[config.mk]
export PLATFORM = sky130hd
export DESIGN_NAME = tcounter_presc
export DESIGN_NICKNAME = d
export VERILOG_FILES = /design/src/rtl/tcounter_presc.sv
export SDC_FILE = /design/constraint.sdc
export NUM_CORES = 1
export LEC_CHECK = 0
export ABC_AREA = 1
export BUFFER_PORTS_ARGS = -buffer_cell sky130_fd_sc_hd__buf_2
export CORE_MARGIN = 5
export CORE_UTILIZATION = 55
export CTS_CLUSTER_SIZE = 40
export DETAILED_ROUTE_END_ITERATION = 10
export PLACE_DENSITY = 0.9
export SYNTH_ARGS = -nofsm -noshare
export SYNTH_HDL_FRONTEND = slang
export SYNTH_SLANG_ARGS = --single-unit
[constraint.sdc]
create_clock -name clk_i -period 3 [get_ports clk_i]
set_input_delay 0.15 -clock clk_i [delete_from_list [all_inputs] [get_ports clk_i]]
set_output_delay 0.15 -clock clk_i [all_outputs]
set_load 0.005 [all_outputs]
[src/rtl/tcounter_presc.sv]
// tcounter_presc -- prescaled timer/counter with compare, four counting modes
// and a small IDLE/RUN/DONE sequencer.
//
// The prescaler divides enabled RUN cycles so that the counter advances once
// every prescaler_i+1 of them ("tick"). On each tick the counter moves
// according to mode_i and may raise a match event, reported one cycle later
// as a single-cycle pulse on target_reached_o.
//
// Ports:
//   clk_i             clock, all state on rising edge
//   rst_i             asynchronous active-high reset
//   enable_count_i    counting enable (level)
//   reset_count_i     synchronous clear of counter and prescaler (highest priority)
//   write_counter_i   synchronous load of counter_value_i
//   counter_value_i   value loaded by write_counter_i
//   compare_value_i   compare value (modes 00/01/10) or reload value (mode 11)
//   prescaler_i       tick every prescaler_i+1 enabled RUN cycles
//   mode_i            00 free-run up, 01 up auto-clear, 10 one-shot up,
//                     11 down auto-reload
//   counter_value_o   counter register
//   target_reached_o  registered one-cycle match pulse
//   target_greater_o  counter_value_o > compare_value_i (unsigned, combinational)
//   running_o         high while the sequencer is in RUN
module tcounter_presc #(
  parameter int unsigned WIDTH   = 32,
  parameter int unsigned PRESC_W = 8
) (
  input  logic               clk_i,
  input  logic               rst_i,
  input  logic               enable_count_i,
  input  logic               reset_count_i,
  input  logic               write_counter_i,
  input  logic [WIDTH-1:0]   counter_value_i,
  input  logic [WIDTH-1:0]   compare_value_i,
  input  logic [PRESC_W-1:0] prescaler_i,
  input  logic [1:0]         mode_i,
  output logic [WIDTH-1:0]   counter_value_o,
  output logic               target_reached_o,
  output logic               target_greater_o,
  output logic               running_o
);

  typedef enum logic [1:0] {
    ST_IDLE = 2'b00,
    ST_RUN  = 2'b01,
    ST_DONE = 2'b10
  } state_e;

  localparam logic [WIDTH-1:0]   CNT_ONE   = WIDTH'(1);
  localparam logic [PRESC_W-1:0] PRESC_ONE = PRESC_W'(1);

  state_e             state_q, state_d;
  logic [WIDTH-1:0]   cnt_q, cnt_d;
  logic [PRESC_W-1:0] pcnt_q, pcnt_d;
  logic               pulse_q, pulse_d;
  logic               running_q, running_d;

  logic in_run_s;
  logic tick_s;
  logic cmp_hit_s;
  logic match_s;

  assign in_run_s = (state_q == ST_RUN);

  // Exact equality only: if prescaler_i drops below pcnt, pcnt keeps counting
  // and wraps around before the next tick instead of forcing one.
  assign tick_s = in_run_s & enable_count_i & (pcnt_q == prescaler_i);

  // Compare condition: down-counting mode matches on zero, others on compare value.
  always_comb begin
    cmp_hit_s = 1'b0;
    if (mode_i == 2'b11) begin
      cmp_hit_s = (cnt_q == '0);
    end else begin
      cmp_hit_s = (cnt_q == compare_value_i);
    end
  end

  // Clear and load take the cycle, so no match may be reported on it.
  assign match_s = tick_s & cmp_hit_s & ~reset_count_i & ~write_counter_i;

  // Counter and prescaler next state with clear > load > tick priority.
  always_comb begin
    cnt_d  = cnt_q;
    pcnt_d = pcnt_q;
    if (reset_count_i) begin
      cnt_d  = '0;
      pcnt_d = '0;
    end else if (write_counter_i) begin
      cnt_d  = counter_value_i;
      pcnt_d = '0;
    end else if (in_run_s && enable_count_i) begin
      if (tick_s) begin
        pcnt_d = '0;
        case (mode_i)
          2'b00:   cnt_d = cnt_q + CNT_ONE;
          2'b01:   cnt_d = cmp_hit_s ? '0 : (cnt_q + CNT_ONE);
          2'b10:   cnt_d = cmp_hit_s ? cnt_q : (cnt_q + CNT_ONE);
          2'b11:   cnt_d = cmp_hit_s ? compare_value_i : (cnt_q - CNT_ONE);
          default: cnt_d = cnt_q;
        endcase
      end else begin
        pcnt_d = pcnt_q + PRESC_ONE;
      end
    end else begin
      cnt_d  = cnt_q;
      pcnt_d = pcnt_q;
    end
  end

  // Sequencer next state; DONE is left only through clear or load.
  always_comb begin
    state_d = state_q;
    case (state_q)
      ST_IDLE: begin
        if (enable_count_i) begin
          state_d = ST_RUN;
        end else begin
          state_d = ST_IDLE;
        end
      end
      ST_RUN: begin
        if (!enable_count_i) begin
          state_d = ST_IDLE;
        end else if (match_s && (mode_i == 2'b10)) begin
          state_d = ST_DONE;
        end else begin
          state_d = ST_RUN;
        end
      end
      ST_DONE: begin
        if (reset_count_i || write_counter_i) begin
          state_d = enable_count_i ? ST_RUN : ST_IDLE;
        end else begin
          state_d = ST_DONE;
        end
      end
      default: state_d = ST_IDLE;
    endcase
  end

  // Output register next values derived from the transition being taken.
  always_comb begin
    pulse_d   = match_s;
    running_d = (state_d == ST_RUN);
  end

  // State, counter, prescaler and output registers.
  always_ff @(posedge clk_i or posedge rst_i) begin
    if (rst_i) begin
      state_q   <= ST_IDLE;
      cnt_q     <= '0;
      pcnt_q    <= '0;
      pulse_q   <= 1'b0;
      running_q <= 1'b0;
    end else begin
      state_q   <= state_d;
      cnt_q     <= cnt_d;
      pcnt_q    <= pcnt_d;
      pulse_q   <= pulse_d;
      running_q <= running_d;
    end
  end

  assign counter_value_o  = cnt_q;
  assign target_reached_o = pulse_q;
  assign running_o        = running_q;
  assign target_greater_o = (cnt_q > compare_value_i);

endmodule

# --- Word-level counts from Yosys, hierarchy flattened ---
# Index checks and enable logic that the tools add are counted.
totals:
  wordCells: 52
  output_inout_bits: 35
  regBits: 44
op_classes:
  n_reduce_logical: 9
  order_cmp: 1
  addsub: 3
  bitwise_logic: 7
  n_mux: 18
  eq_ne: 9
op_table:
  columns: ["cell", "n"]
  rows:
  - ["two-way mux 32 bit", 7]
  - ["one-hot mux 32 bit (4 select lines)", 1]
  - ["adder 32 x 1 -> 32 bit, second input constant", 1]
  - ["== test 32 bit", 1]
  - ["> comparator 32 bit", 1]
  - ["zero test 32 bit", 1]
  - ["two-way mux 8 bit", 4]
  - ["subtractor 32 x 1 -> 32 bit, second input constant", 1]
  - ["adder 8 x 1 -> 8 bit, second input constant", 1]
  - ["== test 8 bit", 1]
  - ["== test 2 x 1 -> 1 bit, second input constant", 3]
  - ["== test 2 bit, second input constant", 3]
  - ["two-way mux 2 bit", 3]
  - ["one-hot mux 2 bit (3 select lines)", 1]
  - ["nonzero test 3 bit", 2]
  - ["bitwise AND 1 bit", 5]
  - ["zero test 2 bit", 2]
  - ["inequality test 4 bit, second input constant", 1]
  - ["AND reduction 3 bit", 1]
  - ["logical AND 1 bit", 2]
  - ["two-way mux 1 bit", 2]
  - ["inverter 1 bit", 2]
  - ["logical OR 1 bit", 1]

# --- Logic depth before layout (Yosys ltp) ---
logic_depth:
  depth_word: 11
  ltp_mapped: 16
  depth_no_buf: 16

# --- Worst setup path after synthesis ---
# Ideal clock, no wire load.
synth_timing:
  path_kind: "register to register"
  from: "register cnt_q[31] (netlist: counter_value_o[31])"
  to: "register cnt_q[2] (netlist: counter_value_o[2])"
  n_path_buf: 1
  arrival_time_ns: 2.002
  path_slack_ns: 0.881
  path_stages_with_launch: 14
  cell_sequence: "dfrtp_1 > ha_1 > nand2_1 > nor2_1 > nand2_1 > nor2_1 > nand3_1 > nand2_4 > nand3_4 > buf_2 > nand3_1 > nand2_1 > nand2_1 > nand2_1"
synth_between:
  elab_chain_cells: 8
  word_cells_on_any_way: 12
  classes_between: "eq/ne (2); mux (8); reduce/logical (2)"
synth_lines:
  columns: ["element", "line", "rtl"]
  rows:
  - ["start: declaration", "53", "logic [WIDTH-1:0] cnt_q, cnt_d;"]
  - ["start signal: assignment", "158", "cnt_q <= cnt_d;"]
  - ["== test 32 bit or zero test 32 bit (tied branches)", "75, 73", null]
  - ["two-way mux 1 bit (*)", "72", "if (mode_i == 2'b11) begin"]
  - ["two-way mux 32 bit (on tied branches)", "99, 97", null]
  - ["one-hot mux 32 bit (4 select lines)", "95", "case (mode_i)"]
  - ["two-way mux 32 bit", "93", "if (tick_s) begin"]
  - ["two-way mux 32 bit", "92", "end else if (in_run_s && enable_count_i) begin"]
  - ["two-way mux 32 bit", "89", "end else if (write_counter_i) begin"]
  - ["two-way mux 32 bit", "86", "if (reset_count_i) begin"]
# Every way passes the cells marked *; elsewhere a longest branch is shown, timed or not. The select of a mux whose other input is x is not followed.
# A chain may end at the register's enable or synchronous reset.

# --- Final worst setup path ---
layout_timing:
  from: "register cnt_q[29] (netlist: counter_value_o[29])"
  to: "register cnt_q[25] (netlist: counter_value_o[25])"
# The elaborated chain is that of the path after synthesis.

==> metrics.md <==
| Metric | Value |
|---|---|
| Routed length per placed instance | `around 16 um` |
| Routed vias | `between 7000 and 8000` |
| Die Area | `around 13000 um^2` |
| # DRC | `0` |
| Clock power share | `0.184` |
| Synth top area share | `0.225` |
| Compound-cell area share of the yosys netlist | `0.0941` |
| Remaining Overflow, GRT | `0` |
| Clock transition at path regs | `roughly 0.090 ns` |
| Num rows | `37` |
| Setup Fix Bufs, Post-CTS | `0` |
| Initial DRC Count | `990` |
| GR Layer Usage met2 | `0.460` |
| Antenna fix cells | `0` |
| Yosys reg bits | `44` |
| Count of cell types in the netlist | `42` |
| Pleak | `~3.6 nW` |
| Mean cell area of the mapped netlist | `between 5 and 6 um^2` |
| CTS Root Cell | `clkbuf_8` |
| RSZ-0062 raised after global routing | `no` |
| Hold-fix buffers, CTS | `0` |
| Maximum clock rate | `0.368 GHz` |
| GPL Wtd Cong | `approximately 1.0` |
| Final core occ | `0.637` |
| Worst hold slack | `0.0962 ns` |
| Area Growth Syn to Fin | `13.7%` |
| Total GRT Usage | `0.310` |
| Port bufs | `113` |
| Setup ws final | `roughly 0.28 ns` |
| Pins Over Slew Limit | `0` |
| Synth Area in Simple Gates | `0.483` |
| First-pass GRT wire length | `around 32 mm` |
| Max cap viols | `0` |
| Main flop type after synthesis | `dfrtp_1` |
| Cells after Synth | `between 900 and 1000` |
| Final Hold Fails | `0` |
| Peak supply drop | `around 230 uV` |
| Pwr Total | `~2 mW` |
| Placed cell count | `approximately 1200` |
| # setup viols final | `0` |
| Final nets | `1225` |
| Routing usage on met3 | `0.0739` |
| Worst endpoint required time | `~3.2 ns` |
| Crit-path slowest cell | `dfrtp_1` |
| Logic gate share of total power | `0.475` |
| Xor and xnor area share after synthesis | `0.0426` |
| Post-route setup TNS | `0 ns` |
| Crit-path leading delay family | `simple AND/OR/NAND/NOR gates` |
| Mapped Nets | `1113` |
| Vias in the first global route | `about 6300` |
| WP data arrival | `about 3 ns` |
| Routed vias/inst | `5.63` |
| Layout cell share with drive strength beyond 1 | `0.168` |
| Ports | `~110` |
| Fraction of registers with async set/reset | `1.00` |
| Combinational family with the most area after synthesis | `simple AND/OR/NAND/NOR gates` |
| Commonest non-fill, non-tap cell in the layout | `nand2_1` |
| Period utilization | `0.905` |
| Most frequent cells in the layout | `345 x nand2_1, 156 x nor2_1, 113 x buf_2, 99 x inv_1, 75 x nand3_1` |
| Core Region | `10300 um^2` |
| Max_slew headroom | `0.296` |
| H-tree lvl count | `2` |
| FILL cells | `slightly above 1000` |
| Nature of the critical path endpoint | `flop` |
| Post_cts resized | `0` |
| Sw frac | `0.438` |
| HP Class | `input port to async pin` |
| Sequential-to-total area share from yosys stat | `0.191` |
| PwrDens | `311 nW/um^2` |
| Routed Antenna Nets | `0` |
| Dpl ws | `roughly 0.37 ns` |
| Critical Path Most Common Cell | `nand2_1` |
| Crit Path Max Fanout | `12` |
| Worst-path cell chain | `ha_1 > nand2_1 > nor2_1 > nand2_1 > nor2_1 > nand3_1 > nand2_4 > nand4_4 > nand2_2 > buf_4 > nand2_1 > nand2_1` |
| Placed cell area | `around 6500 um^2` |
| GR Layer Usage met1 | `0.442` |
| R2R setup slack | `roughly 0.28 ns` |
| Initial core utilization | `0.560` |
| CTS tree | `done` |
| Slowest stage delay, CP | `between 0.4 and 0.5 ns` |
| Flop pwr share | `0.341` |
| Die span in x | `~110 um` |
| Min Tclk post-route | `between 2 and 3 ns` |
| WP buf/inv | `1` |
| Num Clock Sinks | `44` |
| Internal Power | `between 1 and 1.5 mW` |
| Yosys top cell by area | `nand2_1` |
| Post-Synth Adder-Cell Area | `0.0761` |
| Largest net degree at the start of global routing | `45` |
| Synth area leaders | `nand2_1 22%, dfrtp_1 19%, nor2_1 10%, ha_1 7.6%, inv_1 6.5%` |
| Post-synthesis mux area share | `0` |
| Warnings, synthesis | `0` |
| Sw Pwr | `approximately 890 uW` |
| Cell area after synthesis | `5760 um^2` |
| Drt pass-1 iters | `6` |
| Design Area, Final | `6550 um^2` |
| Clk buf depth | `2` |
| Clk Latency, worst-skew pair | `0.31 ns` |
| Clk_skew | `around 0.0077 ns` |
| Fin cells | `1245` |
| WS Path Type | `flop to flop` |
| CP Launch Type | `flop` |
| Initial antenna violation count | `0` |
| Die Ht | `112 um` |
| Number of CTS-inserted buffers | `5` |
| Run status | `completed` |
| GR peak layer | `met2` |
| Final wirelength | `slightly below 20 mm` |
| Slew @ Worst Pin | `between 1 and 1.5 ns` |
| Dpl hpwl | `about 16 mm` |
| Number of synthesized flops with an enable pin | `0` |
[metal layers]
metal | vias to the layer above | wire length (um)
met3 | 53 | 2920
met2 | 473 | 8280
li1 | 3378 | -
met4 | 0 | 626
met5 | - | 0
met1 | 3101 | 8040
[cell families after synthesis]
| logic type | count (synthesis) |
|---|---|
| adders and majority gates | 35 |
| DFF | 44 |
| buffers and inverters | 145 |
| xor gates and xnor gates | 28 |
| AOI/OAI and AO/OA | 104 |
| and+or+nand+nor | 643 |
[registers in the layout (all words and copies together) (netlist names)]
signal	cells
running_o	1
target_reached_o	1
state_q	2
pcnt_q	8
counter_value_o	32
[worst paths after layout]
| path | startpoint | to | depth (start not counted) |
|---|---|---|---|
| max reg2reg | counter_value_o[29] | counter_value_o[25] | 12 |
| max | counter_value_o[29] | counter_value_o[25] | 12 |
| min | rst_i | counter_value_o[7] | 2 |
| min in group clk_i | enable_count_i | state_q[0] | 3 |
| min reg2reg | state_q[1] | state_q[1] | 1 |
| max in group asynchronous | rst_i | target_reached_o | 2 |
[cell type report]
type,count,area [um^2],area share
sequential,44,1100,0.168
timing repair buffer,143,791,0.121
tap,136,170,0.0260
clock buffer,5,68.8,0.0105
multi-input combinational,810,4010,0.612
inverter,107,409,0.0625
[cells in the mapped netlist, types with 6 or more instances]
cell and instances:
o21ai_1 10, xor2_1 22, a21oi_1 46, nor2_1 156, xnor2_1 6, nand2_1 345, inv_1 100, buf_2 16
o21ai_0 38, dfrtp_1 44, clkbuf_1 9, nor3_1 17, buf_6 10, nand3_1 75, nor2_2 6, nand4_1 9
ha_1 35
[power by group through the flow]
stage / logic, mW / registers (mW) / clock network, mW
4_1_cts: 0.947 / 0.692 / 0.370
3_5_place_dp: 0.943 / 0.704 / 0
6_report: 0.967 / 0.695 / 0.376
5_1_grt: 1.09 / 0.700 / 0.394
2_1_floorplan: 0.612 / 0.711 / 0
3_3_place_gp: 0.937 / 0.700 / 0
(Power assumes the default switching activity.)
